===== config.mk =====
export PLATFORM = sky130hd
export DESIGN_NAME = memory_stage_flat
export DESIGN_NICKNAME = d
export VERILOG_FILES = /design/src/rtl/memory_stage_if.sv /design/src/rtl/memory_stage.sv /design/src/flat_wrapper.sv
export SDC_FILE = /design/constraint.sdc
export NUM_CORES = 1
export LEC_CHECK = 0
export CAP_MARGIN = 20
export CORE_ASPECT_RATIO = 1.5
export CORE_MARGIN = 8
export CORE_UTILIZATION = 45
export CTS_CLUSTER_DIAMETER = 80
export DETAILED_ROUTE_END_ITERATION = 6
export PLACE_DENSITY = 0.84
export SYNTH_ARGS = -nofsm -noshare
export SYNTH_HDL_FRONTEND = slang
export SYNTH_SLANG_ARGS = --single-unit

===== constraint.sdc =====
create_clock -name clk -period 6.13 [get_ports clk]
set_clock_uncertainty 0.15 [all_clocks]
set_input_delay 0.9195 -clock clk [delete_from_list [all_inputs] [get_ports clk]]
set_output_delay 0.9195 -clock clk [all_outputs]
set_load 0.02 [all_outputs]

===== src/rtl/memory_stage_if.sv =====
// Data-memory bus between the memory stage (master) and the data memory (slave).
// The request side holds steady until mem_ack; mem_rdata is valid while mem_ack is high.
interface memory_stage_if;
    logic        mem_req;
    logic        mem_we;
    logic [15:0] mem_addr;
    logic [15:0] mem_wdata;
    logic        mem_ack;
    logic [15:0] mem_rdata;

    modport master (
        output mem_req, mem_we, mem_addr, mem_wdata,
        input  mem_ack, mem_rdata
    );

    modport slave (
        input  mem_req, mem_we, mem_addr, mem_wdata,
        output mem_ack, mem_rdata
    );
endinterface


===== src/rtl/memory_stage.sv =====
// Pipeline memory stage: accepts execute results, runs data-memory loads/stores, emits writeback.
// Optional BUSY timeout with mem_err pulse when MEMORY_STAGE_MEM_TIMEOUT_EN is defined.
module memory_stage (
    input  logic                  clk,
    input  logic                  rst,
    input  logic                  ex_valid,
    output logic                  ex_ready,
    input  logic [15:0]           ex_alu_out,
    input  logic [15:0]           ex_store_data,
    input  logic [2:0]            ex_rd,
    input  logic                  ex_mem_read,
    input  logic                  ex_mem_write,
    input  logic                  ex_reg_write,
    input  logic                  ex_flags_write,
    input  logic                  ex_carry,
    input  logic                  ex_neg,
    input  logic                  ex_zero,
    input  logic                  flush,
    memory_stage_if.master        mem_bus,
    output logic                  wb_valid,
    output logic [15:0]           wb_data,
    output logic [2:0]            wb_rd,
    output logic                  wb_reg_write,
    output logic [2:0]            ccr,
    output logic                  mem_err
);

    typedef enum logic [0:0] {StIdle, StBusy} state_e;

    state_e      state_q, state_d;
    logic        mem_req_q, mem_req_d;
    logic        mem_we_q, mem_we_d;
    logic [15:0] mem_addr_q, mem_addr_d;
    logic [15:0] mem_wdata_q, mem_wdata_d;
    logic [2:0]  rd_q, rd_d;
    logic        reg_write_q, reg_write_d;
    logic        is_load_q, is_load_d;
    logic        squash_q, squash_d;
    logic        wb_valid_q, wb_valid_d;
    logic [15:0] wb_data_q, wb_data_d;
    logic [2:0]  wb_rd_q, wb_rd_d;
    logic        wb_reg_write_q, wb_reg_write_d;
    logic [2:0]  ccr_q, ccr_d;
`ifdef MEMORY_STAGE_MEM_TIMEOUT_EN
    logic [3:0]  cnt_q, cnt_d;
    logic        mem_err_q, mem_err_d;
`endif

    always_comb begin
        state_d        = state_q;
        mem_req_d      = mem_req_q;
        mem_we_d       = mem_we_q;
        mem_addr_d     = mem_addr_q;
        mem_wdata_d    = mem_wdata_q;
        rd_d           = rd_q;
        reg_write_d    = reg_write_q;
        is_load_d      = is_load_q;
        squash_d       = squash_q;
        wb_valid_d     = 1'b0;
        wb_data_d      = wb_data_q;
        wb_rd_d        = wb_rd_q;
        wb_reg_write_d = 1'b0;
        ccr_d          = ccr_q;
`ifdef MEMORY_STAGE_MEM_TIMEOUT_EN
        cnt_d          = cnt_q;
        mem_err_d      = 1'b0;
`endif
        unique case (state_q)
            StIdle: begin
                // ex_ready is high in IDLE, so ex_valid alone means accept
                if (ex_valid && !flush) begin
                    if (ex_flags_write) begin
                        ccr_d = {ex_zero, ex_neg, ex_carry};
                    end
                    if (ex_mem_read || ex_mem_write) begin
                        state_d     = StBusy;
                        mem_req_d   = 1'b1;
                        mem_we_d    = ex_mem_write;
                        mem_addr_d  = ex_alu_out;
                        mem_wdata_d = ex_store_data;
                        rd_d        = ex_rd;
                        reg_write_d = ex_reg_write;
                        is_load_d   = ex_mem_read;
`ifdef MEMORY_STAGE_MEM_TIMEOUT_EN
                        cnt_d       = 4'd0;
`endif
                    end else begin
                        wb_valid_d     = 1'b1;
                        wb_data_d      = ex_alu_out;
                        wb_rd_d        = ex_rd;
                        wb_reg_write_d = ex_reg_write;
                    end
                end
            end
            StBusy: begin
                // A flush never aborts the bus access; it only suppresses the writeback
                if (flush) begin
                    squash_d = 1'b1;
                end
                if (mem_bus.mem_ack) begin
                    state_d   = StIdle;
                    mem_req_d = 1'b0;
                    mem_we_d  = 1'b0;
                    squash_d  = 1'b0;
                    if (!(squash_q || flush)) begin
                        wb_valid_d     = 1'b1;
                        wb_rd_d        = rd_q;
                        wb_reg_write_d = is_load_q && reg_write_q;
                        if (is_load_q) begin
                            wb_data_d = mem_bus.mem_rdata;
                        end
                    end
                end
`ifdef MEMORY_STAGE_MEM_TIMEOUT_EN
                else if (cnt_q == 4'd14) begin
                    state_d   = StIdle;
                    mem_req_d = 1'b0;
                    mem_we_d  = 1'b0;
                    squash_d  = 1'b0;
                    mem_err_d = 1'b1;
                end else begin
                    cnt_d = cnt_q + 4'd1;
                end
`endif
            end
            default: state_d = StIdle;
        endcase
    end

    always_ff @(posedge clk or negedge rst) begin
        if (!rst) begin
            state_q        <= StIdle;
            mem_req_q      <= 1'b0;
            mem_we_q       <= 1'b0;
            mem_addr_q     <= 16'h0000;
            mem_wdata_q    <= 16'h0000;
            rd_q           <= 3'd0;
            reg_write_q    <= 1'b0;
            is_load_q      <= 1'b0;
            squash_q       <= 1'b0;
            wb_valid_q     <= 1'b0;
            wb_data_q      <= 16'h0000;
            wb_rd_q        <= 3'd0;
            wb_reg_write_q <= 1'b0;
            ccr_q          <= 3'b000;
        end else begin
            state_q        <= state_d;
            mem_req_q      <= mem_req_d;
            mem_we_q       <= mem_we_d;
            mem_addr_q     <= mem_addr_d;
            mem_wdata_q    <= mem_wdata_d;
            rd_q           <= rd_d;
            reg_write_q    <= reg_write_d;
            is_load_q      <= is_load_d;
            squash_q       <= squash_d;
            wb_valid_q     <= wb_valid_d;
            wb_data_q      <= wb_data_d;
            wb_rd_q        <= wb_rd_d;
            wb_reg_write_q <= wb_reg_write_d;
            ccr_q          <= ccr_d;
        end
    end

`ifdef MEMORY_STAGE_MEM_TIMEOUT_EN
    always_ff @(posedge clk or negedge rst) begin
        if (!rst) begin
            cnt_q     <= 4'd0;
            mem_err_q <= 1'b0;
        end else begin
            cnt_q     <= cnt_d;
            mem_err_q <= mem_err_d;
        end
    end

    assign mem_err = mem_err_q;
`else
    assign mem_err = 1'b0;
`endif

    assign ex_ready           = (state_q == StIdle);
    assign mem_bus.mem_req    = mem_req_q;
    assign mem_bus.mem_we     = mem_we_q;
    assign mem_bus.mem_addr   = mem_addr_q;
    assign mem_bus.mem_wdata  = mem_wdata_q;
    assign wb_valid           = wb_valid_q;
    assign wb_data            = wb_data_q;
    assign wb_rd              = wb_rd_q;
    assign wb_reg_write       = wb_reg_write_q;
    assign ccr                = ccr_q;

endmodule


===== src/flat_wrapper.sv =====
// flat-port wrapper written by rule: the top's interface ports become plain ports
module memory_stage_flat 
  (clk, rst, ex_valid, ex_ready, ex_alu_out, ex_store_data, ex_rd, ex_mem_read, ex_mem_write, ex_reg_write, ex_flags_write, ex_carry, ex_neg, ex_zero, flush, wb_valid, wb_data, wb_rd, wb_reg_write, ccr, mem_err, mem_bus_mem_req, mem_bus_mem_we, mem_bus_mem_addr, mem_bus_mem_wdata, mem_bus_mem_ack, mem_bus_mem_rdata);
  memory_stage_if mem_bus_i ();
  input  logic clk;
  input  logic rst;
  input  logic ex_valid;
  output logic ex_ready;
  input  logic [15:0] ex_alu_out;
  input  logic [15:0] ex_store_data;
  input  logic [2:0] ex_rd;
  input  logic ex_mem_read;
  input  logic ex_mem_write;
  input  logic ex_reg_write;
  input  logic ex_flags_write;
  input  logic ex_carry;
  input  logic ex_neg;
  input  logic ex_zero;
  input  logic flush;
  output logic wb_valid;
  output logic [15:0] wb_data;
  output logic [2:0] wb_rd;
  output logic wb_reg_write;
  output logic [2:0] ccr;
  output logic mem_err;
  output wire logic [$bits(mem_bus_i.mem_req)-1:0] mem_bus_mem_req;
  output wire logic [$bits(mem_bus_i.mem_we)-1:0] mem_bus_mem_we;
  output wire logic [$bits(mem_bus_i.mem_addr)-1:0] mem_bus_mem_addr;
  output wire logic [$bits(mem_bus_i.mem_wdata)-1:0] mem_bus_mem_wdata;
  input wire logic [$bits(mem_bus_i.mem_ack)-1:0] mem_bus_mem_ack;
  input wire logic [$bits(mem_bus_i.mem_rdata)-1:0] mem_bus_mem_rdata;
  assign mem_bus_mem_req = mem_bus_i.mem_req;
  assign mem_bus_mem_we = mem_bus_i.mem_we;
  assign mem_bus_mem_addr = mem_bus_i.mem_addr;
  assign mem_bus_mem_wdata = mem_bus_i.mem_wdata;
  assign mem_bus_i.mem_ack = mem_bus_mem_ack;
  assign mem_bus_i.mem_rdata = mem_bus_mem_rdata;
  memory_stage u_core (.clk(clk), .rst(rst), .ex_valid(ex_valid), .ex_ready(ex_ready), .ex_alu_out(ex_alu_out), .ex_store_data(ex_store_data), .ex_rd(ex_rd), .ex_mem_read(ex_mem_read), .ex_mem_write(ex_mem_write), .ex_reg_write(ex_reg_write), .ex_flags_write(ex_flags_write), .ex_carry(ex_carry), .ex_neg(ex_neg), .ex_zero(ex_zero), .flush(flush), .mem_bus(mem_bus_i), .wb_valid(wb_valid), .wb_data(wb_data), .wb_rd(wb_rd), .wb_reg_write(wb_reg_write), .ccr(ccr), .mem_err(mem_err));
endmodule

== Word-level counts from Yosys, hierarchy flattened ==
Index checks and enable logic that the tools add are counted.

* Register bits after elaboration: 65
* Output and inout port bits: 60
* Input bits: 63

* Mux-type cells: 34
* Eq/ne operators: 6
* Bitwise logic cells: 1
* Reductions and logical operators: 12

{| class="wikitable"
|+ Operators with widths
! cell !! count
|-
| $mux W16 || 5
|-
| $pmux W16 S2 || 1
|-
| $mux W1 || 18
|-
| $mux W3 || 4
|-
| $pmux W1 S2 || 5
|-
| $reduce_and A3 Y1 || 3
|-
| $ne A2 B2 Y1 const B || 4
|-
| $pmux W3 S2 || 1
|-
| $reduce_and A5 Y1 || 1
|-
| $ne A2 B1 Y1 const B || 2
|-
| $reduce_and A4 Y1 || 1
|-
| $logic_and A1 B1 Y1 || 2
|-
| $logic_or A1 B1 Y1 || 2
|-
| $reduce_and A2 Y1 || 1
|-
| $reduce_bool A2 Y1 || 1
|-
| $logic_not A1 Y1 || 1
|-
| $not A1 Y1 || 1
|}

== Logic depth before layout (Yosys ltp) ==
Gate-level depths: netlist (run 1).

* Word-level depth: 4
* Depth in mapped cells: 5
* Gate-level depth less buffers: 3

== Worst setup path after synthesis (run 1) ==
OpenSTA, ideal clock, no wires.

* Path kind: input to register
* From: in ex_mem_write
* To: reg u_core.wb_data_q[0], in the netlist u_core.wb_data[0]
* Path slack: 3669 ps
* Data required time: 5855 ps
* Library setup time: 125 ps
* Arrival time: 2186 ps
* Cell stages on the path: 4
* Path buffers: 1
* Cell sequence: or3_4 -> a221oi_4 -> buf_6 -> mux2_2

* Word-level cells in the longest chain between the ends: 3

{| class="wikitable"
|+ RTL lines
! item !! line !! source
|-
| start, declared || flat_wrapper.sv:13 || <nowiki>input logic ex_mem_write;</nowiki>
|-
| $logic_or A1 B1 Y1 || memory_stage.sv:75 || <nowiki>if (ex_mem_read || ex_mem_write) begin</nowiki>
|-
| $ne A2 B2 Y1 (no line) || n/a ||
|-
| $reduce_and A5 Y1 (no line) || n/a ||
|-
| end signal, assigned || memory_stage.sv:157 || <nowiki>wb_data_q <= wb_data_d;</nowiki>
|-
| end, declared || memory_stage.sv:40 || <nowiki>logic [15:0] wb_data_q, wb_data_d;</nowiki>
|}

Every way passes these cells.
A chain may end at the register's enable or synchronous reset.

== Worst setup path after layout (run 1) ==
* From: in ex_mem_write
* To: reg u_core.wb_data_q[5], in the netlist u_core.wb_data[5]

The elaborated chain is that of the path after synthesis.

==> metrics, run 1 <==
H-tree depth 3; total wire length 6790 um; outcome completed; Clock transition at path regs 0.07 ns; count of final hold-check violations 0; CP max stage delay 0.73 ns; Synthesis Warnings 0; WP data required 6.19 ns; Via Count 1944; FF+latch count, synth 65; Post-Route Setup TNS 0 ns; Max Slew Vio Count 0; Worst Tran Pin Value 0.863 ns; total track usage 15.8%; final net count 371; GP Congestion 0.755; Syn-to-layout area delta 55.4%; Register-to-Register Path Depth 4; share of layout cells above drive strength 1 32.3%; Finished Layout Cells 387; Max FO, Critical Path 16; Final period util 47.1%; Netlist Area Pre-Place 0.00274 mm^2; Cell Chain, Critical Path clkdlybuf4s50_1, or3_4, a221oi_4, mux2_2; slowest CP cell a221oi_4; Pwr per Cell Area 384 mW/mm^2; drc violations 0; WS Path Type primary input to register; Hold Crit Class register to register; post_cts resized 0; drt pass-1 iters 4; DP Worst Slack 2.86 ns; # Max-Cap Violations 0; Multi-input gate area 0.00105 mm^2; clock sinks 65; port buffer count 121; Die Ht 112 um; Reg2Reg Launch Point u_core.state_q$_DFF_PN0_; Slew HR 42.5%; Fill cells 465; wire per inst 17.5 um; Comb pwr share 38.8%; total CTS buffers 9; dpl hpwl 5120 um; global-route wire length before repair 11100 um; CP startpoint ex_mem_write; Worst Path Arrival 2.94 ns; number of global-route vias before repair 2134; antenna violations before repair 0; upper clock frequency limit 347 MHz; Initial Utilization 45.6%; count of different cell masters after synthesis 25; Critical R2R Capture u_core.wb_data[5]$_DFFE_PN0P_; Clock power frac 23.0%; fin worst setup slack 3.24 ns; Syn Area/Cell 15.1 um^2; Post-Syn Instances 181; crit path launch type primary input; Root Buffer clkbuf_8; Post-Syn Nets 244; row count 35; FF/Latch Area 0.00163 mm^2; clk buf depth 2; P_int 1120 uW; crit end category register; DIE WIDTH 79.7 um; grt ovf 0; setup violators final 0; DRT antenna net count 0; r2r setup slk 3.51 ns; Core Util, Final 70.9%; Reg power frac 38.2%; switching power 516 uW; worst vdd ir 0.239 mV; post-layout minimum cycle time 2.89 ns; initial drt markers 101; DIE AREA 0.00889 mm^2; RSZ-0062 raised after global routing no; largest net degree at the start of global routing 35; core area 0.00600 mm^2; post-CTS setup buffers 0; placed insts 370; diode count 0; hold_buf cts 0; Leak 0.00176 uW; register area share after synthesis 59.4%; Worst-Skew Late Latency 0.33 ns; I/O pin count 123; Critical Path End u_core.wb_data[5]$_DFFE_PN0P_; switching fraction of total power 31.6%; hold_ws 0.332 ns; CTS tree done; drt via density 5.02
-- flip-flops by register name, summed over array words and instances, names as in the netlist --
signal / cells
u_core.wb_reg_write: 1
u_core.wb_valid: 1
u_core.is_load_q: 1
u_core.mem_bus.mem_req: 1
u_core.wb_data: 16
u_core.ccr: 3
u_core.mem_bus.mem_addr: 16
u_core.squash_q: 1
u_core.mem_bus.mem_wdata: 16
u_core.wb_rd: 3
u_core.state_q: 1
u_core.rd_q: 3
u_core.reg_write_q: 1
u_core.mem_bus.mem_we: 1
-- final cells by class --
class | instances | area share, %
clock buffers | 11 | 3.56
inverters | 4 | 0.353
multi-input cells | 103 | 24.7
flip-flops and latches | 65 | 38.2
repair buffers | 125 | 29.5
clock inverters | 5 | 1.47
well taps | 74 | 2.18
-- Yosys cell counts --
cell | instances | area share, %
nor3b_1 | 1 | 0.27
inv_1 | 4 | 0.55
conb_1 | 1 | 0.14
nand2b_1 | 1 | 0.23
a21oi_1 | 3 | 0.55
o21ai_0 | 1 | 0.18
buf_2 | 5 | 0.91
mux2_2 | 77 | 32
a221oi_4 | 1 | 0.96
nor2_1 | 1 | 0.14
a32oi_1 | 1 | 0.32
dfrtp_1 | 65 | 59
a22o_1 | 1 | 0.32
nor4bb_1 | 1 | 0.37
or3_4 | 1 | 0.41
nand2_1 | 4 | 0.55
buf_1 | 1 | 0.14
buf_4 | 1 | 0.27
nand3b_1 | 2 | 0.55
nor3_1 | 1 | 0.18
a21o_1 | 2 | 0.55
buf_6 | 1 | 0.41
clkbuf_1 | 1 | 0.14
nand3_1 | 3 | 0.55
and2_1 | 1 | 0.23
-- cells by family (layout without fill, tap and decap cells) --
family | after synthesis | after routing | share of synthesized area [%]
buf+inv | 13 | 145 | 2.42
compound gates | 9 | 9 | 2.88
simple gates | 16 | 16 | 3.47
other cells | 1 | 1 | 0.137
flops | 65 | 65 | 59.4
mux | 77 | 77 | 31.7
-- power groups by stage --
stage | Sequential (uW) | Combinational, uW | Clock (uW)
5_1_grt | 644 | 668 | 404
4_1_cts | 631 | 637 | 389
3_3_place_gp | 630 | 627 | 0
3_5_place_dp | 638 | 634 | 0
2_1_floorplan | 774 | 155 | 0
6_report | 625 | 634 | 377
-- per-layer routing --
layer	vias to the layer above	routed length [um]	GRT usage, %
met5	-	0	0
met4	0	97	7.08
met3	9	662	6.05
met2	85	3520	26.0
met1	947	2510	17.2
li1	903	-	-
-- how the worst min path moves through the flow --
stage | start | slack (ns) | depth (start not counted) | endpoint
floorplan | u_core.reg_write_q$_DFFE_PN0P_ | 0.32 | 2 | u_core.wb_reg_write$_DFF_PN0_
global placement | u_core.mem_bus.mem_req$_DFFE_PN0P_ | 0.33 | 1 | u_core.mem_bus.mem_req$_DFFE_PN0P_
detailed placement | u_core.mem_bus.mem_req$_DFFE_PN0P_ | 0.32 | 1 | u_core.mem_bus.mem_req$_DFFE_PN0P_
CTS | u_core.mem_bus.mem_req$_DFFE_PN0P_ | 0.33 | 1 | u_core.mem_bus.mem_req$_DFFE_PN0P_
global route | u_core.mem_bus.mem_req$_DFFE_PN0P_ | 0.36 | 1 | u_core.mem_bus.mem_req$_DFFE_PN0P_
finish | u_core.mem_bus.mem_req$_DFFE_PN0P_ | 0.33 | 1 | u_core.mem_bus.mem_req$_DFFE_PN0P_
-- metrics by stage --
stage | instance area [um^2] | power [uW]
finish | 4250 | 1640
global route | 4250 | 1720
CTS | 4230 | 1660
detailed placement | 4010 | 1270
global placement | 4010 | 1260
floorplan | 2740 | 929
-- critical path: cells and delay by family --
family                 cells  cell delay, ns
buffers and inverters      1            0.46
AND/OR/NAND/NOR            1            0.40
multiplexers               1            0.42
AO/OA/AOI/OAI              1            0.73
-- cell usage in the layout (no fill, tap or decap), types with 2 or more instances in the layout --
| cell | Yosys | layout |
|---|---|---|
| inv_1 | 4 | 4 |
| buf_4 | 1 | 3 |
| a21oi_1 | 3 | 3 |
| nand2_1 | 4 | 4 |
| dfrtp_1 | 65 | 65 |
| clkbuf_8 | 0 | 11 |
| a21o_1 | 2 | 2 |
| clkdlybuf4s50_1 | 0 | 120 |
| nand3_1 | 3 | 3 |
| clkinvlp_4 | 0 | 2 |
| nand3b_1 | 2 | 2 |
| mux2_2 | 77 | 77 |
Note: power is estimated with default switching activity, not from simulation.
==> run 2, diff against run 1 <==
- CORE_UTILIZATION: 45 -> 42
- PLACE_DENSITY: 0.84 -> 0.79
- clock period: 6.13 -> 3 ns (I/O delays scaled with it)
==> run 2 against run 1 <==
  * Wire length shrank 1.6%
  * Utilization shrank 4.7 points
  * Sequential share of layout area grew 0.15 points
  * Critical path type is now register to output port
  * Critical endpoint is now ex_ready
==> metrics, run 2 (synthesis gave the netlist of run 1 again) <==
outcome completed; r2r setup slk 0.94 ns; crit end category output port; P_int 2240 uW; placed insts 376; fin worst setup slack 0.760 ns; post-layout minimum cycle time 2.24 ns; total track usage 15.1%; M1 GR Usage 15.7%; Hold Crit Class primary input to async pin; row count 36; Slew HR 51.9%; number of global-route vias before repair 2125; Pwr per Cell Area 771 mW/mm^2; Cell Chain, Critical Path buf_4, inv_1, clkdlybuf4s50_1; switching power 1030 uW; Worst-Skew Late Latency 0.34 ns; grt peak-use layer met2; most common cell after layout, fill and taps aside clkdlybuf4s50_1; clk buf depth 2; H-tree depth 3; grt met2 use 25.0%; Register-to-Register Path Depth 5; Critical R2R Capture u_core.reg_write_q$_DFFE_PN0P_; Max Slew Vio Count 0; Fill cells 490; switching fraction of total power 31.4%; Reg2Reg Launch Point u_core.state_q$_DFF_PN0_; WP data required 2.40 ns; drt via density 4.86; WS Path Type register to output port; Worst Path Arrival 1.64 ns; total wire length 6680 um; DP Area 0.00405 mm^2; Finished Layout Cells 392; Buf/Inv on CP 3; CP max stage delay 0.60 ns; Final period util 74.7%; Initial Utilization 42.8%; Clock power frac 21.5%; CTS tree done; drt pass-1 iters 3; met3 Resource Use GR 7.51%; RSZ-0062 raised after global routing no; largest net degree at the start of global routing 34; Via Count 1905; slowest CP cell clkdlybuf4s50_1; Post-Route Setup TNS 0 ns; DRT antenna net count 0; final net count 374; drc violations 0; grt ovf 0; global-route wire length before repair 10800 um; Comb pwr share 39.6%; hold_buf cts 0; Crit path max-delay family buffers and inverters; post_cts resized 0; Clock transition at path regs 0.06 ns; upper clock frequency limit 446 MHz; wire per inst 17.0 um; Root Buffer clkbuf_8; GP Congestion 0.770; share of layout cells above drive strength 1 32.6%; Max FO, Critical Path 21; post-CTS setup buffers 0; DIE AREA 0.00941 mm^2; Reg power frac 38.9%; I/O pin count 123; hold_ws 0.0163 ns; initial drt markers 121; Worst Tran Pin Value 0.721 ns; # Max-Cap Violations 0; most frequent cells in the layout clkdlybuf4s50_1 (120), mux2_2 (77), dfrtp_1 (65); Leak 0.00177 uW; Syn-to-layout area delta 54.8%; port buffer count 121; crit path launch type register; DP Worst Slack 0.507 ns; DIE WIDTH 81.9 um; core area 0.00640 mm^2; antenna violations before repair 0; clock sinks 65; total CTS buffers 9; count of final hold-check violations 0; design area 0.00424 mm^2; dpl hpwl 5130 um; diode count 0; setup violators final 0; Die Ht 115 um; worst vdd ir 0.550 mV
## run 2: changes by cell type in the layout (fill, tap and decap cells not counted), sizes merged
cell / change
buf: +3
clkbuf: +3
clkinvlp: -2
bufinv: -1
clkinv: +1
inv: -1
## run 2: how the worst max path moves through the flow
stage	from	endpoint	slack [ns]	depth (start not counted)
global placement	ex_mem_write	u_core.wb_data[4]$_DFFE_PN0P_	0.54	5
finish	u_core.state_q$_DFF_PN0_	ex_ready	0.76	3
CTS	u_core.state_q$_DFF_PN0_	ex_ready	0.73	3
floorplan	ex_mem_write	u_core.wb_data[0]$_DFFE_PN0P_	1.01	4
detailed placement	ex_mem_write	u_core.wb_data[1]$_DFFE_PN0P_	0.51	5
global route	u_core.state_q$_DFF_PN0_	ex_ready	0.66	3
## run 2: metrics by stage
step | power [uW] | utilization, %
after floorplan | 1900 | -
after global placement | 2580 | 63.2
after detailed placement | 2600 | 63.2
after CTS | 3320 | 66.3
after global routing | 3440 | 66.3
final | 3270 | 66.3
## run 2: final cells by class
cell class                      instances  area (um^2)  share of cell area [%]
Clock buffer                           14          183                    4.31
Timing Repair Buffer                  128         1260                    29.7
Clock inverter                          2         10.0                   0.236
Tap cell                               76         95.1                    2.24
Sequential cell                        65         1630                    38.4
Multi-Input combinational cell        103         1050                    24.8
Inverter                                4         15.0                   0.354
## run 2: power groups by stage
stage | logic (uW) | registers [uW] | clock network (uW)
floorplan | 316 | 1580 | 0
global placement | 1300 | 1270 | 0
detailed placement | 1320 | 1290 | 0
CTS | 1320 | 1270 | 723
global route | 1370 | 1310 | 764
finish | 1290 | 1270 | 703
## run 2: metal layers
layer | vias up | share of wire [%] | wire, um
met4 | 0 | 1.6 | 104
met3 | 9 | 11 | 746
met2 | 73 | 52 | 3490
met1 | 926 | 35 | 2340
met5 | - | 0 | 0
li1 | 897 | - | -
